==> src/rtl/regfile_wb_ctrl_pkg.sv <==
// Shared types and constants for the register-file write-back controller.
package regfile_wb_ctrl_pkg;

    localparam int REG_IDX_WIDTH = 5;

    // Field widths of the request record; they follow the controller's default parameters.
    localparam int WB_HART_WIDTH = 3;
    localparam int WB_DATA_WIDTH = 32;

    typedef struct packed {
        logic [WB_HART_WIDTH-1:0] hart;
        logic [REG_IDX_WIDTH-1:0] rd;
        logic [WB_DATA_WIDTH-1:0] data;
    } wb_req_t;

    typedef enum logic {
        CLEAR = 1'b0,
        RUN   = 1'b1
    } wb_state_e;

endpackage

==> src/rtl/regfile_bypass.sv <==
// Write-to-read bypass for one register-file read port.
module regfile_bypass #(
    parameter int ADDR_WIDTH = 8,
    parameter int DATA_WIDTH = 32
) (
    input  logic                  ram_we,
    input  logic [ADDR_WIDTH-1:0] ram_addr,
    input  logic [DATA_WIDTH-1:0] ram_din,
    input  logic [ADDR_WIDTH-1:0] rs_addr,
    input  logic [DATA_WIDTH-1:0] rs_ram,
    output logic [DATA_WIDTH-1:0] rs_data
);

    always_comb begin
        rs_data = rs_ram;
        if (ram_we && (ram_addr == rs_addr)) rs_data = ram_din;
    end

endmodule

==> src/rtl/regfile_wb_ctrl.sv <==
// Register-file write-back controller: registered write port, x0 suppression,
// two-port read bypass. Post-reset clear sweep is built when REGFILE_CLEAR_EN is defined.
module regfile_wb_ctrl
    import regfile_wb_ctrl_pkg::*;
#(
    parameter int                 HART_WIDTH = 3,
    parameter int                 ADDR_WIDTH = HART_WIDTH + 5,
    parameter int                 SIZE       = 2 ** ADDR_WIDTH,
    parameter int                 DATA_WIDTH = 32,
    parameter logic [DATA_WIDTH-1:0] INIT_VAL = '0
) (
    input  logic                  clk,
    input  logic                  reset,
    input  logic                  wb_valid,
    output logic                  wb_ready,
    input  logic [HART_WIDTH-1:0] wb_hart,
    input  logic [4:0]            wb_rd,
    input  logic [DATA_WIDTH-1:0] wb_data,
    output logic                  ram_we,
    output logic [ADDR_WIDTH-1:0] ram_addr,
    output logic [DATA_WIDTH-1:0] ram_din,
    input  logic [ADDR_WIDTH-1:0] rs1_addr,
    input  logic [ADDR_WIDTH-1:0] rs2_addr,
    input  logic [DATA_WIDTH-1:0] rs1_ram,
    input  logic [DATA_WIDTH-1:0] rs2_ram,
    output logic [DATA_WIDTH-1:0] rs1_data,
    output logic [DATA_WIDTH-1:0] rs2_data,
    output logic                  busy
);

    wb_req_t               req;
    logic                  accept;
    logic                  ram_we_d,   ram_we_q;
    logic [ADDR_WIDTH-1:0] ram_addr_d, ram_addr_q;
    logic [DATA_WIDTH-1:0] ram_din_d,  ram_din_q;
    logic [DATA_WIDTH-1:0] rs1_byp, rs2_byp;

`ifdef REGFILE_CLEAR_EN
    wb_state_e             state_d,   state_q;
    logic [ADDR_WIDTH-1:0] clr_cnt_d, clr_cnt_q;
    logic                  busy_d,    busy_q;

    // busy lags the state by one cycle so it covers the last clear write.
    assign busy     = busy_q;
    assign wb_ready = ~busy_q;
`else
    assign busy     = 1'b0;
    assign wb_ready = 1'b1;
`endif

    always_comb begin
        req.hart   = wb_hart;
        req.rd     = wb_rd;
        req.data   = wb_data;
        accept     = wb_valid && wb_ready;
        ram_we_d   = accept && (req.rd != '0);
        ram_addr_d = accept ? {req.hart, req.rd} : ram_addr_q;
        ram_din_d  = accept ? req.data : ram_din_q;
`ifdef REGFILE_CLEAR_EN
        state_d    = state_q;
        clr_cnt_d  = clr_cnt_q;
        busy_d     = (state_q == CLEAR);
        if (state_q == CLEAR) begin
            ram_we_d   = 1'b1;
            ram_addr_d = clr_cnt_q;
            ram_din_d  = INIT_VAL;
            if (clr_cnt_q == ADDR_WIDTH'(SIZE - 1)) state_d = RUN;
            else clr_cnt_d = clr_cnt_q + 1'b1;
        end
`endif
    end

    always_ff @(posedge clk or posedge reset) begin
        if (reset) begin
            ram_we_q   <= 1'b0;
            ram_addr_q <= '0;
            ram_din_q  <= '0;
`ifdef REGFILE_CLEAR_EN
            state_q    <= CLEAR;
            clr_cnt_q  <= '0;
            busy_q     <= 1'b1;
`endif
        end else begin
            ram_we_q   <= ram_we_d;
            ram_addr_q <= ram_addr_d;
            ram_din_q  <= ram_din_d;
`ifdef REGFILE_CLEAR_EN
            state_q    <= state_d;
            clr_cnt_q  <= clr_cnt_d;
            busy_q     <= busy_d;
`endif
        end
    end

    assign ram_we   = ram_we_q;
    assign ram_addr = ram_addr_q;
    assign ram_din  = ram_din_q;

    regfile_bypass #(.ADDR_WIDTH(ADDR_WIDTH), .DATA_WIDTH(DATA_WIDTH)) u_byp_rs1 (
        .ram_we  (ram_we_q),
        .ram_addr(ram_addr_q),
        .ram_din (ram_din_q),
        .rs_addr (rs1_addr),
        .rs_ram  (rs1_ram),
        .rs_data (rs1_byp)
    );

    regfile_bypass #(.ADDR_WIDTH(ADDR_WIDTH), .DATA_WIDTH(DATA_WIDTH)) u_byp_rs2 (
        .ram_we  (ram_we_q),
        .ram_addr(ram_addr_q),
        .ram_din (ram_din_q),
        .rs_addr (rs2_addr),
        .rs_ram  (rs2_ram),
        .rs_data (rs2_byp)
    );

    // RAM contents are not yet defined while the sweep runs.
    assign rs1_data = busy ? INIT_VAL : rs1_byp;
    assign rs2_data = busy ? INIT_VAL : rs2_byp;

endmodule

==> config.mk <==
export PLATFORM = sky130hd
export DESIGN_NAME = regfile_wb_ctrl
export DESIGN_NICKNAME = d
export VERILOG_FILES = /design/src/rtl/regfile_wb_ctrl_pkg.sv /design/src/rtl/regfile_bypass.sv /design/src/rtl/regfile_wb_ctrl.sv
export SDC_FILE = /design/constraint.sdc
export NUM_CORES = 1
export LEC_CHECK = 0
export CORE_ASPECT_RATIO = 0.6
export CORE_MARGIN = 4
export CORE_UTILIZATION = 34
export CTS_CLUSTER_DIAMETER = 60
export DETAILED_ROUTE_END_ITERATION = 10
export PLACE_DENSITY = 0.88
export SLEW_MARGIN = 20
export SYNTH_ARGS = -nofsm -noshare
export SYNTH_HDL_FRONTEND = slang
export SYNTH_SLANG_ARGS = --single-unit
==> constraint.sdc <==
create_clock -name clk -period 3 [get_ports clk]
set_input_delay 0.6 -clock clk [delete_from_list [all_inputs] [get_ports clk]]
set_output_delay 0.6 -clock clk [all_outputs]
set_load 0.1 [all_outputs]
==> run summary <==
Outcome -> finished clean
M1 GR Usage -> 22.8%
CTS tree -> yes
FF-to-FF path depth -> 1
Worst path slowest cell -> mux2_2
IO Pins -> 230
Critical R2R Capture -> ram_din[28]$_DFFE_PP0P_
Fin. max-slew vios -> 0
P&R area growth vs syn -> 137%
Initial antenna violation count -> 1
Reg2Reg Setup Slack -> 2.15 ns
Peak supply drop -> 0.289 mV
Post-Synth Simple-Gate Area -> 2.78%
Vias -> 2554
Slew Limit Headroom -> 37.4%
# DRC -> 0
Share of layout cells above drive strength 1 -> 57.1%
RSZ-0062 raised after global routing -> false
Worst skew pair latency -> 0.28 ns
Cells after Synth -> 187
Asr flop ratio synth -> 100%
Root Buffer -> clkbuf_16
First-pass GRT wire length -> 15300 um
Total negative slack -> 0 ns
Clk slew on worst S/H paths -> 0.06 ns
Largest family of logic cells by synthesized area -> multiplexers
Die height -> 74.7 um
IO buf count -> 227
Vias in the first global route -> 2751
Element type at the critical path end -> output port
Synth area leader -> mux2_2
H-Tree Depth -> 2
Met2 usage -> 44.3%
Leakage -> 2.64 nW
Fillers -> 330
Commonest cells after routing, fill and taps aside -> 105 x clkdlybuf4s50_1, 73 x buf_12, 53 x mux2_4, 51 x mux2_2, 41 x buf_4
Mean Syn Cell Area -> 13.5 sq um
Yosys top cell area share -> 44.2%
DRT antenna net count -> 0
Yosys Warn Count -> 0
Hold Crit Class -> reg -> reg
GRT Max-Usage Layer -> met2
Synthesized area -> 2520 sq um
CP Class -> in -> out
# Max-Cap Violations -> 0
Least-Margin Pin Slew -> 0.940 ns
Worst Clk Skew -> 0 ns
Most numerous cell on the critical path -> buf_12
GRT Resource Usage Total -> 22.4%
Final hold viol count -> 0
Startpoint Class -> primary input
WL/cell -> 21.4 um
Multiplexer share of the synthesized area -> 46.5%
Met3 GRT Util -> 9.46%
Adder-cell area share of the yosys netlist -> 0%
Fin crit share -> 97.9%
Launching point of the worst reg2reg path -> ram_din[28]$_DFFE_PP0P_
Worst Setup SP -> rs2_addr[4]
Rows -> 23
# nets final -> 542
Main flop type after synthesis -> dfrtp_1
Synth Register Bits -> 41
CTS buffer count -> 5
Tmin final -> 2.94 ns
Iteration-0 DRC Markers -> 45
Fmax -> 341 MHz
Pre-antenna DRT Iters -> 4
Share of the core filled with cells -> 86.1%
Vias per inst -> 4.90
Crit-path cells -> dlygate4sd2_1 -> xnor2_1 -> nand4_1 -> nor3_4 -> buf_12 -> buf_12 -> mux2_2 -> buf_12
Worst EP required -> 2.40 ns
Total global routing overflow -> 0
Dpl hpwl -> 8160 um
Most common cell after layout, fill and taps aside -> clkdlybuf4s50_1
Die area -> 8900 sq um
Routed wire length -> 11100 um
CTS Sinks -> 41
Max Fanout on Critical Path -> 8
Seq/Total Area, Yosys -> 40.7%
Critical Path Max Stage Delay -> 0.36 ns
Core region area -> 6940 sq um
Crit path DAT -> 2.34 ns
Critical Path End -> rs2_data[15]
Compound-Gate Fraction of Synth Area -> 0.298%
Final setup vio count -> 0
GPL Wtd Cong -> 0.742
Largest net degree at the start of global routing -> 42
Synth area leaders -> mux2_2 44%, dfrtp_1 41%, xnor2_1 5.6%
Power Density -> 453 nW/um^2
Starting Density -> 36.3%
Post-Syn Nets -> 310
Chip width -> 119 um
Synth cell types -> 16
XOR/XNOR Fraction of Synth Area -> 5.56%
CTS max path bufs -> 2
Post-synth EDFFs -> 0
-- area by class of cell --
cell class,count,area [sq um],area share (%)
diodes,1,2.50,0.0419
clock buffers,7,153,2.56
clock inverters,1,5.00,0.0838
inverters,1,3.75,0.0629
multi-input cells,132,1600,26.7
flip-flops and latches,41,1040,17.4
well taps,100,125,2.10
repair buffers,238,3050,51.1
-- logic make-up after synthesis --
group | count (synthesis)
other cells | 2
simple gates | 9
mux | 104
buf+inv | 14
xor+xnor | 16
compound gates | 1
flops | 41
-- flip-flops by register name, summed over array words and instances, names as in the netlist --
signal,cells
ram_we,1
ram_din,32
ram_addr,8
-- per-layer routing --
metal | share of wire, % | wire length [um] | vias up
li1 | - | - | 1141
met1 | 36 | 3980 | 1273
met2 | 54 | 6070 | 130
met3 | 8.9 | 989 | 10
met4 | 0.94 | 105 | 0
met5 | 0 | 0 | -
-- Yosys cell counts, types with 3 or more instances --
cell type / count
mux2_2: 99
dfrtp_1: 41
xnor2_1: 16
buf_4: 5
mux2_1: 5
buf_2: 3
buf_6: 3
-- worst min-delay path by stage --
stage / depth (start not counted) / from / end
final: 1 / ram_din[27]$_DFFE_PP0P_ / ram_din[27]$_DFFE_PP0P_
after detailed placement: 1 / ram_din[8]$_DFFE_PP0P_ / ram_din[8]$_DFFE_PP0P_
after global routing: 1 / ram_din[16]$_DFFE_PP0P_ / ram_din[16]$_DFFE_PP0P_
after CTS: 1 / ram_din[8]$_DFFE_PP0P_ / ram_din[8]$_DFFE_PP0P_
after floorplan: 1 / wb_rd[4] / ram_we$_DFF_PP0_
after global placement: 1 / ram_din[6]$_DFFE_PP0P_ / ram_din[6]$_DFFE_PP0P_
-- where the power goes --
group	total [mW]	internal [mW]	switching, mW
Sequential	0.681	0.610	0.0703
Combinational	1.45	0.509	0.945
Clock	0.568	0.352	0.216
Total	2.70	1.47	1.23
-- stage by stage --
| step | instance area (sq um) | total power, mW | setup WS (ns) | std cells | hold WS (ns) |
|---|---|---|---|---|---|
| global route | 5970 | 2.78 | 0.0423 | 521 | 0.598 |
| detailed placement | 5430 | 2.11 | -0.109 | 506 | 0.551 |
| global placement | 5430 | 2.09 | -0.0659 | 506 | 0.543 |
| floorplan | 2530 | 1.60 | 0.0446 | 187 | 0.731 |
| finish | 5970 | 2.70 | 0.0637 | 521 | 0.572 |
| CTS | 5720 | 2.69 | 0.0215 | 518 | 0.570 |
-- critical path: cells and delay by family --
family,cells,cell delay (ns)
AND/OR/NAND/NOR,2,0.45
multiplexers,1,0.36
buffers and inverters,4,0.72
XOR/XNOR,1,0.20
-- what timing repair did --
item	CTS	global route
gates resized for setup	32	56
buffers inserted	3	1
cloned	1	3
endpoints found under the setup margin	32	48
pin swaps	9	15
hold buffers	0	0
Note: power is estimated with default switching activity, not from simulation.
